**src/rtl/wb_commit_if.sv**
```systemverilog
// Commit-trace handshake between the writeback stage
// and the debug host that drains retired (pc, inst) pairs.
interface wb_commit_if;
  logic        trace_valid;
  logic        i_trace_ready;
  logic [31:0] trace_pc;
  logic [31:0] trace_inst;

  modport master (
    output trace_valid,
    output trace_pc,
    output trace_inst,
    input  i_trace_ready
  );

  modport slave (
    input  trace_valid,
    input  trace_pc,
    input  trace_inst,
    output i_trace_ready
  );
endinterface

```
**src/rtl/wb_commit.sv**
```systemverilog
// Writeback/commit stage: regfile write, bypassed read ports,
// retire counter and a small commit-trace FIFO for the debug host.
module wb_commit #(
  parameter int unsigned TRACE_DEPTH = 8,
  parameter int unsigned CNT_W       = 64
) (
  input  logic             i_clk,
  input  logic             i_rst,
  input  logic             i_valid,
  input  logic [31:0]      i_mem_out,
  input  logic [31:0]      i_alu_out,
  input  logic [4:0]       i_rd_num,
  input  logic             i_op_type,
  input  logic             i_reg_write,
  input  logic [31:0]      i_debug_pc,
  input  logic [31:0]      i_debug_inst,
  input  logic [4:0]       i_rs1_num,
  input  logic [4:0]       i_rs2_num,
  output logic [31:0]      rs1_data,
  output logic [31:0]      rs2_data,
  output logic [31:0]      wb_data,
  output logic             wb_en,
  output logic [CNT_W-1:0] instret,
  wb_commit_if.master      trace,
  output logic             trace_overflow
);

  localparam int PW = (TRACE_DEPTH > 1) ? $clog2(TRACE_DEPTH) : 1;
  localparam int CW = PW + 1;

  typedef struct packed {
    logic [31:0] pc;
    logic [31:0] inst;
  } trace_ent_t;

  logic [31:0]      regs_q [32];
  logic [31:0]      regs_d [32];
  logic [CNT_W-1:0] instret_q, instret_d;

  trace_ent_t       mem_q [TRACE_DEPTH];
  trace_ent_t       mem_d [TRACE_DEPTH];
  trace_ent_t       last_q, last_d;
  logic [PW-1:0]    wr_q, wr_d;
  logic [PW-1:0]    rd_q, rd_d;
  logic [CW-1:0]    cnt_q, cnt_d;
  logic             ovf_q, ovf_d;

  logic             full;
  logic             not_empty;
  logic             push;
  logic             pop;
  trace_ent_t       head;

  // Writeback value select and write qualification.
  always_comb begin
    wb_data = i_op_type ? i_mem_out : i_alu_out;
    wb_en   = i_valid & i_reg_write & (i_rd_num != 5'd0);
  end

  // Read port 1: x0 is hardwired, same-cycle write wins.
  always_comb begin
    rs1_data = '0;
    if (i_rs1_num != 5'd0) begin
      if (wb_en && (i_rd_num == i_rs1_num)) rs1_data = wb_data;
      else                                  rs1_data = regs_q[i_rs1_num];
    end
  end

  // Read port 2: same rules as port 1, fully independent.
  always_comb begin
    rs2_data = '0;
    if (i_rs2_num != 5'd0) begin
      if (wb_en && (i_rd_num == i_rs2_num)) rs2_data = wb_data;
      else                                  rs2_data = regs_q[i_rs2_num];
    end
  end

  // Next register file and retire count.
  always_comb begin
    regs_d = regs_q;
    if (wb_en) regs_d[i_rd_num] = wb_data;
    instret_d = instret_q + CNT_W'(i_valid);
  end

  // Trace FIFO status and handshake qualification.
  always_comb begin
    full      = (cnt_q == CW'(TRACE_DEPTH));
    not_empty = (cnt_q != '0);
    pop       = not_empty & trace.i_trace_ready;
    push      = i_valid & (~full | pop);
    head      = not_empty ? mem_q[rd_q] : last_q;
  end

  // Trace FIFO next state; a dropped commit makes overflow sticky.
  always_comb begin
    mem_d  = mem_q;
    last_d = last_q;
    wr_d   = wr_q;
    rd_d   = rd_q;
    cnt_d  = cnt_q + CW'(push) - CW'(pop);
    ovf_d  = ovf_q | (i_valid & ~push);
    if (push) begin
      mem_d[wr_q] = '{pc: i_debug_pc, inst: i_debug_inst};
      wr_d        = wr_q + PW'(1);
    end
    if (pop) begin
      last_d = mem_q[rd_q];
      rd_d   = rd_q + PW'(1);
    end
  end

  // State registers; reset clears everything and beats any commit.
  always_ff @(posedge i_clk) begin
    if (i_rst) begin
      for (int i = 0; i < 32; i++) regs_q[i] <= '0;
      for (int i = 0; i < int'(TRACE_DEPTH); i++) mem_q[i] <= '0;
      instret_q <= '0;
      last_q    <= '0;
      wr_q      <= '0;
      rd_q      <= '0;
      cnt_q     <= '0;
      ovf_q     <= 1'b0;
    end else begin
      regs_q    <= regs_d;
      mem_q     <= mem_d;
      instret_q <= instret_d;
      last_q    <= last_d;
      wr_q      <= wr_d;
      rd_q      <= rd_d;
      cnt_q     <= cnt_d;
      ovf_q     <= ovf_d;
    end
  end

  // Output mapping.
  always_comb begin
    instret           = instret_q;
    trace_overflow    = ovf_q;
    trace.trace_valid = not_empty;
    trace.trace_pc    = head.pc;
    trace.trace_inst  = head.inst;
  end

endmodule

```
**src/flat_wrapper.sv**
```systemverilog
// flat-port wrapper written by rule: the top's interface ports become plain ports
module wb_commit_flat 
#(
  parameter int unsigned TRACE_DEPTH = 8,
  parameter int unsigned CNT_W       = 64
)
  (i_clk, i_rst, i_valid, i_mem_out, i_alu_out, i_rd_num, i_op_type, i_reg_write, i_debug_pc, i_debug_inst, i_rs1_num, i_rs2_num, rs1_data, rs2_data, wb_data, wb_en, instret, trace_overflow, trace_trace_valid, trace_trace_pc, trace_trace_inst, trace_i_trace_ready);
  wb_commit_if trace_i ();
  input  logic i_clk;
  input  logic i_rst;
  input  logic i_valid;
  input  logic [31:0] i_mem_out;
  input  logic [31:0] i_alu_out;
  input  logic [4:0] i_rd_num;
  input  logic i_op_type;
  input  logic i_reg_write;
  input  logic [31:0] i_debug_pc;
  input  logic [31:0] i_debug_inst;
  input  logic [4:0] i_rs1_num;
  input  logic [4:0] i_rs2_num;
  output logic [31:0] rs1_data;
  output logic [31:0] rs2_data;
  output logic [31:0] wb_data;
  output logic wb_en;
  output logic [CNT_W-1:0] instret;
  output logic trace_overflow;
  output wire logic [$bits(trace_i.trace_valid)-1:0] trace_trace_valid;
  output wire logic [$bits(trace_i.trace_pc)-1:0] trace_trace_pc;
  output wire logic [$bits(trace_i.trace_inst)-1:0] trace_trace_inst;
  input wire logic [$bits(trace_i.i_trace_ready)-1:0] trace_i_trace_ready;
  assign trace_trace_valid = trace_i.trace_valid;
  assign trace_trace_pc = trace_i.trace_pc;
  assign trace_trace_inst = trace_i.trace_inst;
  assign trace_i.i_trace_ready = trace_i_trace_ready;
  wb_commit #(.TRACE_DEPTH(TRACE_DEPTH), .CNT_W(CNT_W)) u_core (.i_clk(i_clk), .i_rst(i_rst), .i_valid(i_valid), .i_mem_out(i_mem_out), .i_alu_out(i_alu_out), .i_rd_num(i_rd_num), .i_op_type(i_op_type), .i_reg_write(i_reg_write), .i_debug_pc(i_debug_pc), .i_debug_inst(i_debug_inst), .i_rs1_num(i_rs1_num), .i_rs2_num(i_rs2_num), .rs1_data(rs1_data), .rs2_data(rs2_data), .wb_data(wb_data), .wb_en(wb_en), .instret(instret), .trace(trace_i), .trace_overflow(trace_overflow));
endmodule
```
**config.mk**
```make
export PLATFORM = sky130hd
export DESIGN_NAME = wb_commit_flat
export DESIGN_NICKNAME = d
export VERILOG_FILES = /design/src/rtl/wb_commit_if.sv /design/src/rtl/wb_commit.sv /design/src/flat_wrapper.sv
export SDC_FILE = /design/constraint.sdc
export NUM_CORES = 2
export LEC_CHECK = 0
export CORE_UTILIZATION = 40
export CTS_CLUSTER_DIAMETER = 30
export DETAILED_ROUTE_END_ITERATION = 10
export GPL_ROUTABILITY_DRIVEN = 0
export SYNTH_ARGS = -nofsm -noshare
export SYNTH_HDL_FRONTEND = slang
export SYNTH_SLANG_ARGS = --single-unit
```
**constraint.sdc**
```tcl
create_clock -name i_clk -period 7.12 [get_ports i_clk]
set_input_delay 0.712 -clock i_clk [delete_from_list [all_inputs] [get_ports i_clk]]
set_output_delay 0.712 -clock i_clk [all_outputs]
set_load 0.03 [all_outputs]
```
* After elaboration in Yosys (flattened, before gate mapping) *
Index checks and enable logic that the tools add are counted.

storage, ports and cells
  flip-flop bits (word level) = 1675
  bits of input ports = 149

operators by class
  add/sub/neg operators = 5
  magnitude comparators = 7
  eq/ne operators = 3
  muxes and demuxes = 21
  bitwise operators = 14
  reduce and logical (&&, ||, !) cells = 8

operators with widths
  kind                                                number
  bitwise mux 1024 bit                                1
  bitwise mux 512 bit                                 1
  binary-select mux 32 bit (select 5 bit)             2
  two-way mux 32 bit                                  10
  two-way mux 64 bit                                  4
  binary-select mux 64 bit (select 3 bit)             1
  demux 64 bit (select 3 bit)                         1
  demux 32 bit (select 5 bit)                         1
  adder 64 x 1 -> 64 bit                              1
  >= comparator 6 bit, second input constant          3
  NOT 5 -> 6 bit                                      3
  nonzero test 5 bit                                  3
  equality test 5 bit                                 2
  >= comparator 4 bit, second input constant          2
  NOT 3 -> 4 bit                                      2
  adder 3 x 1 -> 3 bit, second input constant         2
  < comparator 6 x 1 -> 1 bit, second input constant  1
  bitwise AND 1 bit                                   5
  adder 4 x 1 -> 4 bit                                1
  equality test 4 bit, second input constant          1
  logical AND 1 bit                                   4
  < comparator 4 x 1 -> 1 bit, second input constant  1
  nonzero test 4 bit                                  1
  subtractor 4 x 1 -> 4 bit                           1
  other kinds (2)                                     4

* Longest topological paths before layout *
  word-level depth = 7
  mapped depth = 15

* Worst setup path before layout *
OpenSTA, ideal clock, no wires.

  kind = input port to output port
  from = input port i_rd_num[2]
  to = output port rs2_data[22]
  arrival time = 2.977 ns
  setup slack = 3.431 ns
  stages = 8
  cell sequence = buf_2 or3_1 buf_2 o311a_4 and4_1 buf_6 buf_6 a211oi_1

on the way
  longest elaborated chain between the ends = 5

ends and longest elaborated chain
  what                RTL line            text
  from (decl)         flat_wrapper.sv:14  input logic [4:0] i_rd_num;
  nonzero test 5 bit  wb_commit.sv:57     wb_en = i_valid & i_reg_write & (i_rd_num != 5'd0);
  bitwise AND 1 bit   wb_commit.sv:57
  net wb_en           flat_wrapper.sv:24  output logic wb_en;
  logical AND 1 bit   wb_commit.sv:73     if (wb_en && (i_rd_num == i_rs2_num)) rs2_data = wb_data;
  two-way mux 32 bit  wb_commit.sv:73
  two-way mux 32 bit  wb_commit.sv:72     if (i_rs2_num != 5'd0) begin
  to (decl)           flat_wrapper.sv:22  output logic [31:0] rs2_data;

The timed path passes the listed nets, and every way through them passes these cells.

* Worst setup path after layout *
  from = input port i_rd_num[3]
  to = output port rs2_data[22]

on the way
  longest elaborated chain between the ends = 5

ends and longest elaborated chain
  what                    RTL line
  nonzero test 5 bit      wb_commit.sv:57
  bitwise AND 1 bit       wb_commit.sv:57
  logical AND 1 bit (*)   wb_commit.sv:73
  two-way mux 32 bit (*)  wb_commit.sv:73
  two-way mux 32 bit (*)  wb_commit.sv:72

Every way passes the cells marked *; elsewhere a longest branch is shown, timed or not.

==> impl_metrics.yaml <==
yosys:
  synth_xor_area_share_pct: 0.524
  synth_top_flop_cell: "dfxtp_1"
  synth_mux_area_share_pct: 19.9
  yosysSeqAreaShare_pct: 42.7
  syn_area_mm2: 0.0786
  synth-edff-count: 0
  synth-simple-area-share_pct: 13.4
  synth_fp_nets: 8396
  yosysWarnings: 0
  synth.distinct_cells: 79
  ys_seq_elements: 1675
  synth_top_family_by_area: "multiplexers"
  syn_inst: 8236
  synth-compound-area-share_pct: 18.2
  avgSynthCellArea_um2: 9.54
  ys_async_sr_fraction_pct: 0
  synthAdderAreaFrac_pct: 0.185
run_status:
  violations: "capacitance limit, slew limit"
  status: "complete, but fails checks"
final_layout:
  nNetsFinal: 8419
  final_area_mm2: 0.0981
  drive_gt1_share_pct: 18.8
  fillers: 17500
  syn2layout_area_growth_pct: 24.8
clock_network:
  cts-root-buf: "clkbuf_16"
  cts_tree: "built"
  cts_buffers: 401
  cts_setup_buffers: 0
  path_clk_slew_ps: 40
  cts_buffer_depth: 4
  h-tree-depth: 5
  insertion_delay_ps: 990
  cts_resized: 0
  cts.sinks: 1675
  postCtsHoldBufs: 0
timing:
  clock.fmax_mhz: 171
  rsz0062_at_grt: "no"
  period_share_pct: 82.4
  tightestPinTransition_ps: 1540
  setup_violations: 0
  clock_skew_ps: 104
  slew_headroom_pct: -3.45
  maxSlewViolCount: 2
  min_period_ps: 5870
  fin_tns_setup_ps: 0
  hold_violations: 0
global_route:
  overflow: 0
  track_usage_pct: 29.0
  grt_pass1_vias: 66300
  antenna_found_initial: 31
  grt_max_degree: 243
  grt_pass1_wl_um: 435000
die:
  rows: 162
  ios: 376
  die_area_mm2: 0.198
  die_h_um: 445
  start_util_pct: 40.3
  die_w_um: 445
  coreArea_mm2: 0.195
job:
  maxCapViolations: 1
placement:
  placed_area_mm2: 0.0840
  port_buffers: 375
  hpwl_um: 174000
worst_setup_path:
  cp_max_fo: 17
  path_class: "in2out"
  setup.worst_path.end: "rs2_data[22]"
  cp-start-kind: "input pin"
  arrival_ps: 5150
  r2r_cells: 8
  crit_path_end_kind: "output pin"
  ff2ff_setup_slack_ps: 3550
  worstPathRequired_ps: 6410
  r2r_end: "u_core.last_q[21]"
  startpoint: "i_rd_num[3]"
  r2r-start: "u_core.cnt_q[2]"
routing:
  drc: 0
  dr.first_iter.drc_count: 7832
  wire_per_inst_um: 26.3
  drtAntennaViolNets: 0
  wl_um: 295000
  first_pass_iters: 6
  vias: 68400
  vias_per_cell: 6.10
power_and_ir_drop:
  power.density_mw_per_mm2: 344
  ir_drop_mv: 0.334
  p_leak_uw: 0.0319
  power_uw: 33700
hold_path:
  hp-class: "in2reg"
  hold_start: "i_rst"
==> report_power, final <==
group	switching [uW]	internal [uW]	leakage, uW
Clock	5750	13200	0.00683
Sequential	245	9700	0.0135
Combinational	3150	1670	0.0115
Total	9150	24600	0.0319
==> cells in the mapped netlist (all sizes together), types with 3 or more instances <==
library cell	n	area, um2
a2111oi	3	26.3
o2111a	16	180
a221o	14	140
xor2	28	245
a22o	18	158
xnor2	19	166
o31ai	9	67.6
ha	10	125
a22oi	66	495
dfxtp	1675	33500
mux2	21	236
nand3	47	240
a221oi	52	568
nor2	1259	4760
and2	5	31.3
nand3b	6	45.0
inv	57	214
a21oi	651	3260
o22ai	100	626
nand4	26	169
o21ai	62	314
a211oi	1063	7980
clkbuf	616	2310
o311a	4	51.3
mux4	606	13600
or4	11	86.3
o211ai	21	163
and3	12	75.1
and4	5	43.8
or3	33	206
nor3	23	130
a31oi	7	50.1
nand2b	20	125
or3b	3	26.3
nand2	1082	4060
nor4	8	62.6
or2	12	75.1
mux2i	177	1770
buf	310	1540
a211o	3	26.3
a21o	4	30.0
nor2b	47	294
==> kinds of logic (layout without fill, tap and decap cells) <==
family	Yosys count	in the layout
flip-flops	1675	1675
adder cells (fa/ha/maj)	11	11
other	0	10
AO/OA/AOI/OAI	2108	2108
XOR/XNOR	47	47
buffers and inverters	984	1318
multiplexers	804	804
AND/OR/NAND/NOR	2607	2607
==> stage by stage <==
stage / hold slack [ps] / instances / setup slack, ps / utilization [%]
after floorplan: 433 / 8236 / 3430 / -
after global placement: 438 / 10500 / 1790 / 43.1
after detailed placement: 444 / 10500 / 1740 / 43.1
after CTS: 271 / 11200 / 1740 / 50.3
after global routing: 309 / 11200 / 1330 / 50.3
final: 320 / 11200 / 1250 / 50.3
==> cell type report <==
type | count | area (um2) | area share, %
multi-input combinational | 5577 | 41700 | 42.6
tap | 2624 | 3280 | 3.35
inverter | 58 | 220 | 0.225
sequential | 1675 | 33500 | 34.2
antenna | 10 | 25.0 | 0.0255
clock buffer | 502 | 11000 | 11.2
clock inverter | 212 | 3020 | 3.08
timing repair buffer | 546 | 5210 | 5.31
==> registers in the layout (all words and copies together), names as in the netlist <==
name and flops:
u_core.wr_q 3, u_core.instret 64, u_core.mem_q 512, u_core.last_q 64, u_core.rd_q 3, u_core.regs_q 1024, u_core.trace_overflow 1, u_core.cnt_q 4
==> placed cells by master, fill, tap and decap left out, types with 47 or more instances in the layout <==
cell type / count
inv_1: 56
clkbuf_1: 48
clkdlybuf4s50_1: 364
mux2i_1: 145
clkbuf_8: 47
nand2_1: 1082
a21oi_1: 651
buf_4: 161
nor2_1: 1222
o21ai_0: 61
mux4_2: 606
a211oi_1: 1063
clkinv_2: 67
dfxtp_1: 1672
bufinv_16: 65
a22oi_1: 66
o22ai_1: 100
clkbuf_16: 407
==> routing by layer <==
layer | vias up | global-route usage, % | routed length, um
met1 | 33400 | 36.3 | 113000
met5 | - | 0 | 238
met3 | 912 | 7.64 | 30000
met4 | 34 | 16.8 | 17800
li1 | 30200 | - | -
met2 | 3835 | 45.0 | 134000
==> critical path, cell delays in order <==
cell	delay, ps
clkdlybuf4s50_1	610
or3_1	610
o311a_4	410
and4_2	330
buf_4	300
a211oi_1	1280
clkdlybuf4s50_1	880
==> worst min-delay path by stage <==
| stage | to | slack, ps | depth (start not counted) |
|---|---|---|---|
| after detailed placement | u_core.mem_q[320] | 440 | 2 |
| after CTS | u_core.regs_q[1020] | 270 | 2 |
| after global placement | u_core.mem_q[426] | 440 | 2 |
| after global routing | u_core.regs_q[1020] | 310 | 2 |
| final | u_core.regs_q[1013] | 320 | 2 |
| after floorplan | u_core.mem_q[100] | 430 | 2 |
Note: power is estimated with default switching activity, not from simulation.
